$ cat src/rtl/multicycle_ctrl_pkg.sv
// -----------------------------------------------------------------------------
// multicycle_ctrl_pkg
// Shared definitions for the multicycle datapath controller:
//   - state_t        : FSM state encoding (also visible on the debug port)
//   - ALU_*          : ALU operation codes, identical to the ALU op field
//   - OP_* / F_*     : instruction opcode and R-type funct constants
//   - SRCB_*         : ALU B-operand mux select codes
//   - PCSRC_*        : PC source mux select codes
// -----------------------------------------------------------------------------
package multicycle_ctrl_pkg;

    typedef enum logic [3:0] {
        S_IDLE     = 4'd0,
        S_FETCH    = 4'd1,
        S_DECODE   = 4'd2,
        S_EXE_R    = 4'd3,
        S_EXE_I    = 4'd4,
        S_WB       = 4'd5,
        S_MEM_ADDR = 4'd6,
        S_MEM_RD   = 4'd7,
        S_MEM_WR   = 4'd8,
        S_WB_MEM   = 4'd9,
        S_BRANCH   = 4'd10,
        S_JUMP     = 4'd11
    } state_t;

    localparam logic [2:0] ALU_ADD = 3'b000;
    localparam logic [2:0] ALU_SUB = 3'b100;
    localparam logic [2:0] ALU_AND = 3'b001;
    localparam logic [2:0] ALU_OR  = 3'b101;
    localparam logic [2:0] ALU_XOR = 3'b010;
    localparam logic [2:0] ALU_LUI = 3'b110;

    localparam logic [5:0] OP_RTYPE = 6'b000000;
    localparam logic [5:0] OP_ADDIU = 6'b001001;
    localparam logic [5:0] OP_ORI   = 6'b001101;
    localparam logic [5:0] OP_LUI   = 6'b001111;
    localparam logic [5:0] OP_LW    = 6'b100011;
    localparam logic [5:0] OP_SW    = 6'b101011;
    localparam logic [5:0] OP_BEQ   = 6'b000100;
    localparam logic [5:0] OP_J     = 6'b000010;

    localparam logic [5:0] F_ADDU = 6'b100001;
    localparam logic [5:0] F_SUBU = 6'b100011;
    localparam logic [5:0] F_AND  = 6'b100100;
    localparam logic [5:0] F_OR   = 6'b100101;
    localparam logic [5:0] F_XOR  = 6'b100110;

    localparam logic [1:0] SRCB_REG     = 2'b00;
    localparam logic [1:0] SRCB_FOUR    = 2'b01;
    localparam logic [1:0] SRCB_IMM     = 2'b10;
    localparam logic [1:0] SRCB_IMM_SL2 = 2'b11;

    localparam logic [1:0] PCSRC_ALU    = 2'b00;
    localparam logic [1:0] PCSRC_ALUOUT = 2'b01;
    localparam logic [1:0] PCSRC_JUMP   = 2'b10;

endpackage

$ cat src/rtl/multicycle_ctrl_alu_op_dec.sv
// -----------------------------------------------------------------------------
// alu_op_dec
// Combinational mapping from opcode/funct to the ALU operation and the
// immediate extension mode.
//   i_opcode [5:0] : instruction opcode
//   i_funct  [5:0] : R-type funct field
//   o_alu_op [2:0] : ALU operation code
//   o_ext_op       : 1 sign-extend, 0 zero-extend (meaningful for I-type only)
//   o_valid        : opcode/funct pair is a supported ALU instruction
// -----------------------------------------------------------------------------
module alu_op_dec
    import multicycle_ctrl_pkg::*;
(
    input  logic [5:0] i_opcode,
    input  logic [5:0] i_funct,
    output logic [2:0] o_alu_op,
    output logic       o_ext_op,
    output logic       o_valid
);

    always_comb begin
        o_alu_op = ALU_ADD;
        o_ext_op = 1'b1;
        o_valid  = 1'b0;
        case (i_opcode)
            OP_RTYPE: begin
                o_valid = 1'b1;
                case (i_funct)
                    F_ADDU:  o_alu_op = ALU_ADD;
                    F_SUBU:  o_alu_op = ALU_SUB;
                    F_AND:   o_alu_op = ALU_AND;
                    F_OR:    o_alu_op = ALU_OR;
                    F_XOR:   o_alu_op = ALU_XOR;
                    default: o_valid  = 1'b0;
                endcase
            end
            OP_ADDIU: begin
                o_alu_op = ALU_ADD;
                o_valid  = 1'b1;
            end
            OP_ORI: begin
                o_alu_op = ALU_OR;
                o_ext_op = 1'b0;
                o_valid  = 1'b1;
            end
            OP_LUI: begin
                o_alu_op = ALU_LUI;
                o_ext_op = 1'b0;
                o_valid  = 1'b1;
            end
            default: begin
                o_valid = 1'b0;
            end
        endcase
    end

endmodule

$ cat src/rtl/multicycle_ctrl.sv
// -----------------------------------------------------------------------------
// multicycle_ctrl
// Moore control FSM for a multicycle MIPS-like datapath with a memory wait
// counter that abandons an access after MEM_TIMEOUT consecutive not-ready
// cycles.
//   clk, rst_n        : rising-edge clock, asynchronous active-low reset
//   instr [31:0]      : instruction register contents (valid from DECODE)
//   zero              : ALU zero flag (gates pc_we in BRANCH)
//   mem_ready         : memory completes the access this cycle
//   pc_we, pc_src     : PC write enable / source select
//   ir_we             : instruction register write enable
//   iord              : memory address select (0 PC, 1 ALUOut)
//   mem_rd, mem_wr    : memory strobes
//   reg_we, reg_dst   : register-file write enable / destination select
//   mem_to_reg        : write-back source (1 MDR, 0 ALUOut)
//   alu_src_a/b       : ALU operand selects
//   ext_op, alu_op    : immediate extension mode / ALU operation
//   illegal, bus_err  : one-cycle error pulses
//   state [3:0]       : current FSM state (debug)
// Handshake: mem_ready is sampled only in FETCH, MEM_RD and MEM_WR; a cycle in
// one of those states with mem_ready=1 completes the access and the FSM moves
// on at the next rising edge; mem_ready=0 keeps the FSM in place until the
// wait counter reaches MEM_TIMEOUT.
// -----------------------------------------------------------------------------
module multicycle_ctrl
    import multicycle_ctrl_pkg::*;
#(
    parameter int MEM_TIMEOUT = 15
)
(
    input  logic        clk,
    input  logic        rst_n,
    input  logic [31:0] instr,
    input  logic        zero,
    input  logic        mem_ready,
    output logic        pc_we,
    output logic [1:0]  pc_src,
    output logic        ir_we,
    output logic        iord,
    output logic        mem_rd,
    output logic        mem_wr,
    output logic        reg_we,
    output logic        reg_dst,
    output logic        mem_to_reg,
    output logic        alu_src_a,
    output logic [1:0]  alu_src_b,
    output logic        ext_op,
    output logic [2:0]  alu_op,
    output logic        illegal,
    output logic        bus_err,
    output logic [3:0]  state
);

    localparam logic [7:0] TIMEOUT_CNT = 8'(MEM_TIMEOUT);

    state_t     r_state;
    state_t     w_next;
    logic [7:0] r_wait_cnt;

    logic [5:0] w_opcode;
    logic [5:0] w_funct;
    logic [2:0] w_dec_alu_op;
    logic       w_dec_ext_op;
    logic       w_dec_valid;
    logic       w_mem_state;
    logic       w_timeout;
    logic       w_unused_instr;

    assign w_opcode       = instr[31:26];
    assign w_funct        = instr[5:0];
    assign w_unused_instr = ^instr[25:6];
    assign state          = r_state;

    alu_op_dec u_alu_op_dec (
        .i_opcode (w_opcode),
        .i_funct  (w_funct),
        .o_alu_op (w_dec_alu_op),
        .o_ext_op (w_dec_ext_op),
        .o_valid  (w_dec_valid)
    );

    assign w_mem_state = (r_state == S_FETCH) || (r_state == S_MEM_RD) ||
                         (r_state == S_MEM_WR);
    assign w_timeout   = w_mem_state && !mem_ready && (r_wait_cnt == TIMEOUT_CNT);

    always_ff @(posedge clk or negedge rst_n) begin
        if (!rst_n) begin
            r_state <= S_IDLE;
        end else begin
            r_state <= w_next;
        end
    end

    // The counter is zero on the first cycle of every memory state: a state
    // change (or a timeout re-entering FETCH) clears it, as does any
    // completed access. Outside the memory states it simply rests at zero.
    always_ff @(posedge clk or negedge rst_n) begin
        if (!rst_n) begin
            r_wait_cnt <= 8'd0;
        end else if (!w_mem_state || mem_ready || w_timeout || (w_next != r_state)) begin
            r_wait_cnt <= 8'd0;
        end else begin
            r_wait_cnt <= r_wait_cnt + 8'd1;
        end
    end

    always_comb begin
        w_next     = r_state;
        pc_we      = 1'b0;
        pc_src     = PCSRC_ALU;
        ir_we      = 1'b0;
        iord       = 1'b0;
        mem_rd     = 1'b0;
        mem_wr     = 1'b0;
        reg_we     = 1'b0;
        reg_dst    = 1'b0;
        mem_to_reg = 1'b0;
        alu_src_a  = 1'b0;
        alu_src_b  = SRCB_REG;
        ext_op     = 1'b0;
        alu_op     = ALU_ADD;
        illegal    = 1'b0;
        bus_err    = 1'b0;
        case (r_state)
            S_IDLE: begin
                w_next = S_FETCH;
            end
            S_FETCH: begin
                mem_rd    = 1'b1;
                alu_src_b = SRCB_FOUR;
                ir_we     = mem_ready;
                pc_we     = mem_ready;
                if (w_timeout) begin
                    bus_err = 1'b1;
                    w_next  = S_FETCH;
                end else if (mem_ready) begin
                    w_next = S_DECODE;
                end
            end
            S_DECODE: begin
                // Branch target is computed here so BRANCH can use ALUOut.
                alu_src_b = SRCB_IMM_SL2;
                ext_op    = 1'b1;
                case (w_opcode)
                    OP_RTYPE:                 w_next = S_EXE_R;
                    OP_ADDIU, OP_ORI, OP_LUI: w_next = S_EXE_I;
                    OP_LW, OP_SW:             w_next = S_MEM_ADDR;
                    OP_BEQ:                   w_next = S_BRANCH;
                    OP_J:                     w_next = S_JUMP;
                    default: begin
                        illegal = 1'b1;
                        w_next  = S_FETCH;
                    end
                endcase
            end
            S_EXE_R: begin
                alu_src_a = 1'b1;
                alu_src_b = SRCB_REG;
                if (w_dec_valid) begin
                    alu_op = w_dec_alu_op;
                    w_next = S_WB;
                end else begin
                    illegal = 1'b1;
                    w_next  = S_FETCH;
                end
            end
            S_EXE_I: begin
                alu_src_a = 1'b1;
                alu_src_b = SRCB_IMM;
                alu_op    = w_dec_alu_op;
                ext_op    = w_dec_ext_op;
                w_next    = S_WB;
            end
            S_WB: begin
                reg_we  = 1'b1;
                reg_dst = (w_opcode == OP_RTYPE);
                w_next  = S_FETCH;
            end
            S_MEM_ADDR: begin
                alu_src_a = 1'b1;
                alu_src_b = SRCB_IMM;
                ext_op    = 1'b1;
                w_next    = (w_opcode == OP_LW) ? S_MEM_RD : S_MEM_WR;
            end
            S_MEM_RD: begin
                mem_rd = 1'b1;
                iord   = 1'b1;
                if (w_timeout) begin
                    bus_err = 1'b1;
                    w_next  = S_FETCH;
                end else if (mem_ready) begin
                    w_next = S_WB_MEM;
                end
            end
            S_MEM_WR: begin
                mem_wr = 1'b1;
                iord   = 1'b1;
                if (w_timeout) begin
                    bus_err = 1'b1;
                    w_next  = S_FETCH;
                end else if (mem_ready) begin
                    w_next = S_FETCH;
                end
            end
            S_WB_MEM: begin
                reg_we     = 1'b1;
                mem_to_reg = 1'b1;
                w_next     = S_FETCH;
            end
            S_BRANCH: begin
                alu_src_a = 1'b1;
                alu_src_b = SRCB_REG;
                alu_op    = ALU_SUB;
                pc_src    = PCSRC_ALUOUT;
                pc_we     = zero;
                w_next    = S_FETCH;
            end
            S_JUMP: begin
                pc_src = PCSRC_JUMP;
                pc_we  = 1'b1;
                w_next = S_FETCH;
            end
            default: begin
                w_next = S_IDLE;
            end
        endcase
    end

endmodule

$ cat config.mk
export PLATFORM = sky130hd
export DESIGN_NAME = multicycle_ctrl
export DESIGN_NICKNAME = d
export VERILOG_FILES = /design/src/rtl/multicycle_ctrl_pkg.sv /design/src/rtl/multicycle_ctrl_alu_op_dec.sv /design/src/rtl/multicycle_ctrl.sv
export SDC_FILE = /design/constraint.sdc
export NUM_CORES = 1
export LEC_CHECK = 0
export ABC_CLOCK_PERIOD_IN_PS = 2100
export BUFFER_PORTS_ARGS = -buffer_cell sky130_fd_sc_hd__clkbuf_2
export CORE_AREA = 2 2 53 55
export CTS_BUF_LIST = sky130_fd_sc_hd__clkbuf_4 sky130_fd_sc_hd__clkbuf_8
export DETAILED_ROUTE_END_ITERATION = 10
export DIE_AREA = 0 0 55 57
export PLACE_DENSITY_LB_ADDON = 0.08
export SLEW_MARGIN = 20
export SYNTH_ARGS = -nofsm -noshare
export SYNTH_HDL_FRONTEND = slang
export SYNTH_HIERARCHICAL = 1
export SYNTH_SLANG_ARGS = --single-unit
$ cat constraint.sdc
create_clock -name clk -period 2.1 [get_ports clk]
set_input_delay 0.21 -clock clk [delete_from_list [all_inputs] [get_ports clk]]
set_output_delay 0.21 -clock clk [all_outputs]
set_load 0.01 [all_outputs]
# ---- Word level (Yosys, flattened, before mapping)
# Index checks and enable logic that the tools add are counted.
dict set report op_classes {
  add_sub_neg 1
  n_eq_ne 25
  muxes 35
  reduce_logical 24
}
# op n
set ops {}
lappend ops {{== test 6 bit, second input constant} 7}
lappend ops {{case mux 4 bit (8 select lines)} 1}
lappend ops {{two-way mux 4 bit} 7}
lappend ops {{case mux 4 bit (5 select lines)} 1}
lappend ops {{== test 6 x 4 -> 1 bit, second input constant} 3}
lappend ops {{case mux 3 bit (3 select lines)} 2}
lappend ops {{== test 4 x 3 -> 1 bit, second input constant} 4}
lappend ops {{== test 4 bit, second input constant} 4}
lappend ops {{two-way mux 1 bit} 14}
lappend ops {{OR reduction 2 bit} 7}
lappend ops {{case mux 3 bit (4 select lines)} 1}
lappend ops {{OR reduction 5 bit} 2}
lappend ops {{adder 8 x 1 -> 8 bit, second input constant} 1}
lappend ops {{== test 4 x 2 -> 1 bit, second input constant} 2}
lappend ops {{== test 8 x 4 -> 1 bit, second input constant} 1}
lappend ops {{two-way mux 8 bit} 1}
lappend ops {{OR reduction 8 bit} 1}
lappend ops {{== test 6 x 2 -> 1 bit, second input constant} 1}
lappend ops {{== test 6 x 3 -> 1 bit, second input constant} 1}
lappend ops {{zero test 6 bit} 1}
lappend ops {{two-way mux 3 bit} 2}
lappend ops {{case mux 1 bit (2 select lines)} 3}
lappend ops {{case mux 2 bit (3 select lines)} 1}
lappend ops {{OR reduction 3 bit} 2}
lappend ops {{9 further kinds} 15}
dict set report word_totals {
  regBits 12
  elab_cells 87
}

# ---- Longest topological paths before layout
dict set report logic_depth {
  ltp_word 10
  ltp_mapped 7
  depth_no_buf 7
}

# ---- Modules after synthesis
# The synthesis kept the hierarchy.
# mod n_inst cells_each area_per_inst_um2
set by_module_without_submodules {}
lappend by_module_without_submodules {multicycle_ctrl 1 135 1034.7}
lappend by_module_without_submodules {alu_op_dec 1 17 112.6}

# ---- Worst setup path before layout
# Ideal clock, no wire load.
dict set report synth_path {
  kind {reg-to-output}
  startpoint {reg r_state[1] (netlist: state[1])}
  endpoint {out bus_err}
  arrival_ns 1.400
  required_time_ns 1.890
  path_slack_ns 0.490
  path_stages_with_launch 4
  path_cell_list {dfrtp_1 nor4b_2 o21ai_1 nor2_1}
}
dict set report synth_between {
  elab_chain_len 7
  elab_cells_between_ends 10
  cone_classes {eq/ne (3); mux (2); reduce/logical (5)}
}
# item line
set synth_lines {}
lappend synth_lines {{start, declared} multicycle_ctrl.sv:56} ;# state_t r_state;
lappend synth_lines {{start signal, assigned} multicycle_ctrl.sv:90} ;# r_state <= w_next;
lappend synth_lines {{== test 4 x 1 -> 1 bit / == test 4 x 3 -> 1 bit (equally long branches)} {multicycle_ctrl.sv:82, multicycle_ctrl.sv:124}}
lappend synth_lines {{logical OR 1 bit (2 in series)} multicycle_ctrl.sv:82} ;# assign w_mem_state = (r_state == S_FETCH) || (r_state == S_MEM_RD) ||
lappend synth_lines {{logical AND 1 bit (2 in series)} multicycle_ctrl.sv:84} ;# assign w_timeout = w_mem_state && !mem_ready && (r_wait_cnt == TIMEOUT_CNT);
lappend synth_lines {{two-way mux 1 bit} {multicycle_ctrl.sv:133, multicycle_ctrl.sv:188, multicycle_ctrl.sv:198}}
lappend synth_lines {{two-way mux 1 bit (*)} --}
lappend synth_lines {{end, declared} multicycle_ctrl.sv:50} ;# output logic bus_err,
# Mark *: on every way between the ends. The rest lies on a longest branch, timed or not.

# ---- Final worst setup path
dict set report layout_path {
  startpoint {reg r_state[1] (netlist: state[1])}
  endpoint {out reg_dst}
}
dict set report layout_between {
  elab_chain_len 2
}
# item line
set layout_lines {}
lappend layout_lines {{== test 4 x 3 -> 1 bit} multicycle_ctrl.sv:124} ;# case (r_state)
lappend layout_lines {{two-way mux 1 bit} multicycle_ctrl.sv:124}
lappend layout_lines {{end, declared} multicycle_ctrl.sv:43} ;# output logic reg_dst,
# Every way passes these cells.

==> impl_metrics.csv <==
group,metric,value,unit
worst_setup_path,r2r-start,"r_wait_cnt[0]$_DFF_PN0_",
timing,tns,0,ps
floorplanning,core,2615,um^2
global_route,grt_usage,20.56,%
timing,rsz0062_at_grt,"false",
global_route,grt_pass1_wl,4.899,mm
clock_network,cts_buffers,3,
layout,fillCellCount,268,
clock_network,cts.path.max_buffers,2,
worst_setup_path,path_class,"reg -> out",
routing,vias,1260,
worst_hold_path,hp-start,"mem_ready",
synth,synthXorXnorAreaFrac,6.107,%
synth,synth-simple-area-share,36.10,%
worst_hold_path,min_to,"state[1]$_DFF_PN0_",
timing,hold_violations,0,
worst_hold_path,worstHoldPathType,"in -> reg",
layout,drive_gt1_share,30.93,%
clock_network,cts_tree,"yes",
power_and_ir_drop,p_seq_share,33.4,%
power_and_ir_drop,leakage,0.6633,nW
floorplanning,die-area,3135,um^2
timing,worstMarginPinSlew,422.0,ps
clock_network,clkSlewWorstSetupHoldPaths,70,ps
routing,final_antenna_net_count,0,
synth,synth-edff-count,0,
routing,drt_iter0_drc,42,
floorplanning,fp.dieW,55,um
placed_design,dpl.hpwl,2.283,mm
timing,drv_slew,0,
worst_setup_path,reg2reg_to,"state[0]$_DFF_PN0_",
worst_hold_path,whs_path_depth,3,
timing,finalClockSkew,0.6746,ps
placed_design,port_buffers,38,
placed_design,placed_area,1393,um^2
worst_setup_path,startpoint_type,"flop",
clock_network,cts_max_level,1,
synth,synth_area,1147,um^2
global_route,antenna_found_initial,0,
run,drv_cap,0,
power_and_ir_drop,intPower,596.8,uW
timing,slew_headroom,71.86,%
power_and_ir_drop,vdd_ir_drop_max,536.4,uV
routing,wl,2.966,mm
clock_network,cts_root_buffer,"clkbuf_4",
worst_setup_path,cp_max_fo,15,
timing,finalSetupViolCount,0,
clock_network,insertion_delay,260,ps
synth,synth_top_flop_cell,"dfrtp_1",
floorplanning,pin_count,59,
synth,synth_area_leaders,"dfrtp_1, nor2_1, a21oi_1",
synth,muxShareOfSynthArea,0.8724,%
global_route,grt_pass1_vias,1096,
routing,avgViaCountPerCell,5.600,
clock_network,cts_sinks,12,
timing,period_needed,1976,ps
power_and_ir_drop,comb_power_share,54.5,%
synth,ys_ff_latch,12,
worst_setup_path,worst_setup_path_end_kind,"output port",
run_status,status,"finished clean",
floorplanning,die_h,57,um
synth,synth_top_area_cell,"dfrtp_1",
synth,yosys.area.top_type_share,26.17,%
layout,diodes,0,
synth,avgSynthCellArea,7.548,um^2
global_route,grt_max_degree,19,
layout,final_area,1445,um^2
routing,dr.pass1.iters,4,
layout,syn2layout_area_growth,25.95,%
worst_setup_path,crit_arrival,1770,ps
synth,synth_cells,152,
synth,yosysSeqAreaShare,26.17,%
synth,synth_top_family_by_area,"simple AND/OR/NAND/NOR gates",
worst_setup_path,rrSetupSlack,400,ps
synth,ys_async_sr_fraction,100.0,%
synth,syn-num-nets,189,
routing,route.detailed.drc,0,
synth,yosys_warnings,6,
layout,final_nets,233,
floorplanning,start_util,43.88,%
worst_setup_path,cp_data_required_time,1890,ps
power_and_ir_drop,pwr-share-clk,12.0,%
synth,synthAdderAreaFrac,1.091,%
global_route,overflow,0,
synth,synth_compound_area_share,24.21,%
worst_setup_path,reg2reg_depth,5,
power_and_ir_drop,p_sw_share,46.14,%
power_and_ir_drop,p_sw,511.3,uW
timing,post-route-period-util,94.11,%
floorplanning,rows,19,
placed_design,globalplace.congestion,0.7510,
routing,drt-wirelength-per-cell,13.18,um
synth,synth_cell_types,43,
timing,max_freq,506.0,MHz
power_and_ir_drop,p_per_area,766.8,nW/um^2
[routing by layer]
metal	track usage, %	share of wire (%)	wire [um]
met1	28.86	47	1393
met4	5.226	1.4	43
met3	0.7853	3.0	88
met5	0	0	0
met2	34.35	49	1440
[cells in the final DEF, fill, tap and decap left out, drive strengths merged, types with 2 or more instances in the layout]
master	count
clkbuf	41
nor2	22
a21oi	13
dfrtp	12
nand2	10
nand2b	9
o21ai	9
nor3	8
buf	8
nand3	6
xnor2	5
inv	5
nor2b	3
and2	3
o211ai	3
xor2	3
o32ai	3
nand4b	2
a2111o	2
nor4	2
or2	2
a21o	2
o22ai	2
and3	2
or3	2
nor4b	2
a211oi	2
[how the worst max path moves through the flow]
stage,from,to,slack (ps)
2_1_floorplan,state[1]$_DFF_PN0_,bus_err,490
3_3_place_gp,instr[4],alu_op[0],80
3_5_place_dp,instr[4],alu_op[0],30
4_1_cts,state[3]$_DFF_PN0_,bus_err,20
5_1_grt,state[3]$_DFF_PN0_,bus_err,10
6_report,state[1]$_DFF_PN0_,reg_dst,120
[kinds of logic (layout without fill, tap and decap cells)]
family	count (synthesis)	in the layout
AOI/OAI and AO/OA	41	41
xor gates and xnor gates	8	8
adders and majority gates	1	1
buffers and inverters	13	55
DFF	12	12
muxes	1	1
and+or+nand+nor	76	76
[synthesized netlist by cell type, types with 2 or more instances]
cell,n
a2111o_1,2
a211oi_1,2
a21o_1,2
a21oi_1,12
and2_1,3
and3_1,2
buf_2,5
dfrtp_1,12
inv_1,5
nand2_1,10
nand2b_1,8
nand3_1,6
nand4b_1,2
nor2_1,22
nor2b_1,3
nor3_1,8
nor4_1,2
nor4b_2,2
o211ai_1,3
o21ai_0,5
o21ai_1,4
o22ai_1,2
o32ai_1,2
or2_1,2
or3_1,2
xnor2_1,5
xor2_1,3
[layout make-up]
type	count	area, um^2	area share, %
sequential	12	302.8	20.95
multi-input combinational	127	802.0	55.50
clock buffer	3	22.52	1.558
timing repair buffer	47	260.3	18.01
inverter	5	18.77	1.299
tap	31	38.79	2.684
[what timing repair did]
item,in CTS,in global routing
endpoints found under the hold margin,12,0
hold buffers,1,0
gates cloned,0,0
setup endpoints to repair,2,6
gates resized for setup,1,5
buffers inserted,0,0
[state kept, by name, summed over array words and instances (netlist names)]
name        flops
state           4
r_wait_cnt      8
[power groups by stage]
stage | sequential, mW | clock [mW] | combinational (mW)
3_5_place_dp | 0.366 | 0 | 0.595
3_3_place_gp | 0.360 | 0 | 0.582
5_1_grt | 0.385 | 0.144 | 0.679
2_1_floorplan | 0.319 | 0 | 0.434
6_report | 0.370 | 0.133 | 0.604
4_1_cts | 0.363 | 0.140 | 0.596
[stage by stage]
stage | std cells | setup WS (ps) | total power [mW] | hold slack [ps] | utilization (%)
final | 225 | 123.7 | 1.108 | 297.9 | 55.26
after global routing | 225 | 11.83 | 1.208 | 333.6 | 55.26
after CTS | 225 | 23.82 | 1.099 | 286.2 | 54.55
after detailed placement | 221 | 25.76 | 0.9611 | 105.9 | 53.25
after global placement | 221 | 84.81 | 0.9425 | 103.8 | 53.25
after floorplan | 152 | 490.2 | 0.7531 | -85.59 | -
[critical path, stage by stage, from the launching register on]
cell	delay, ps
dfrtp_2	520
nand2b_1	270
or3_1	380
nor3_1	160
clkbuf_2	170
No activity file was read; power rests on OpenSTA's default activity.
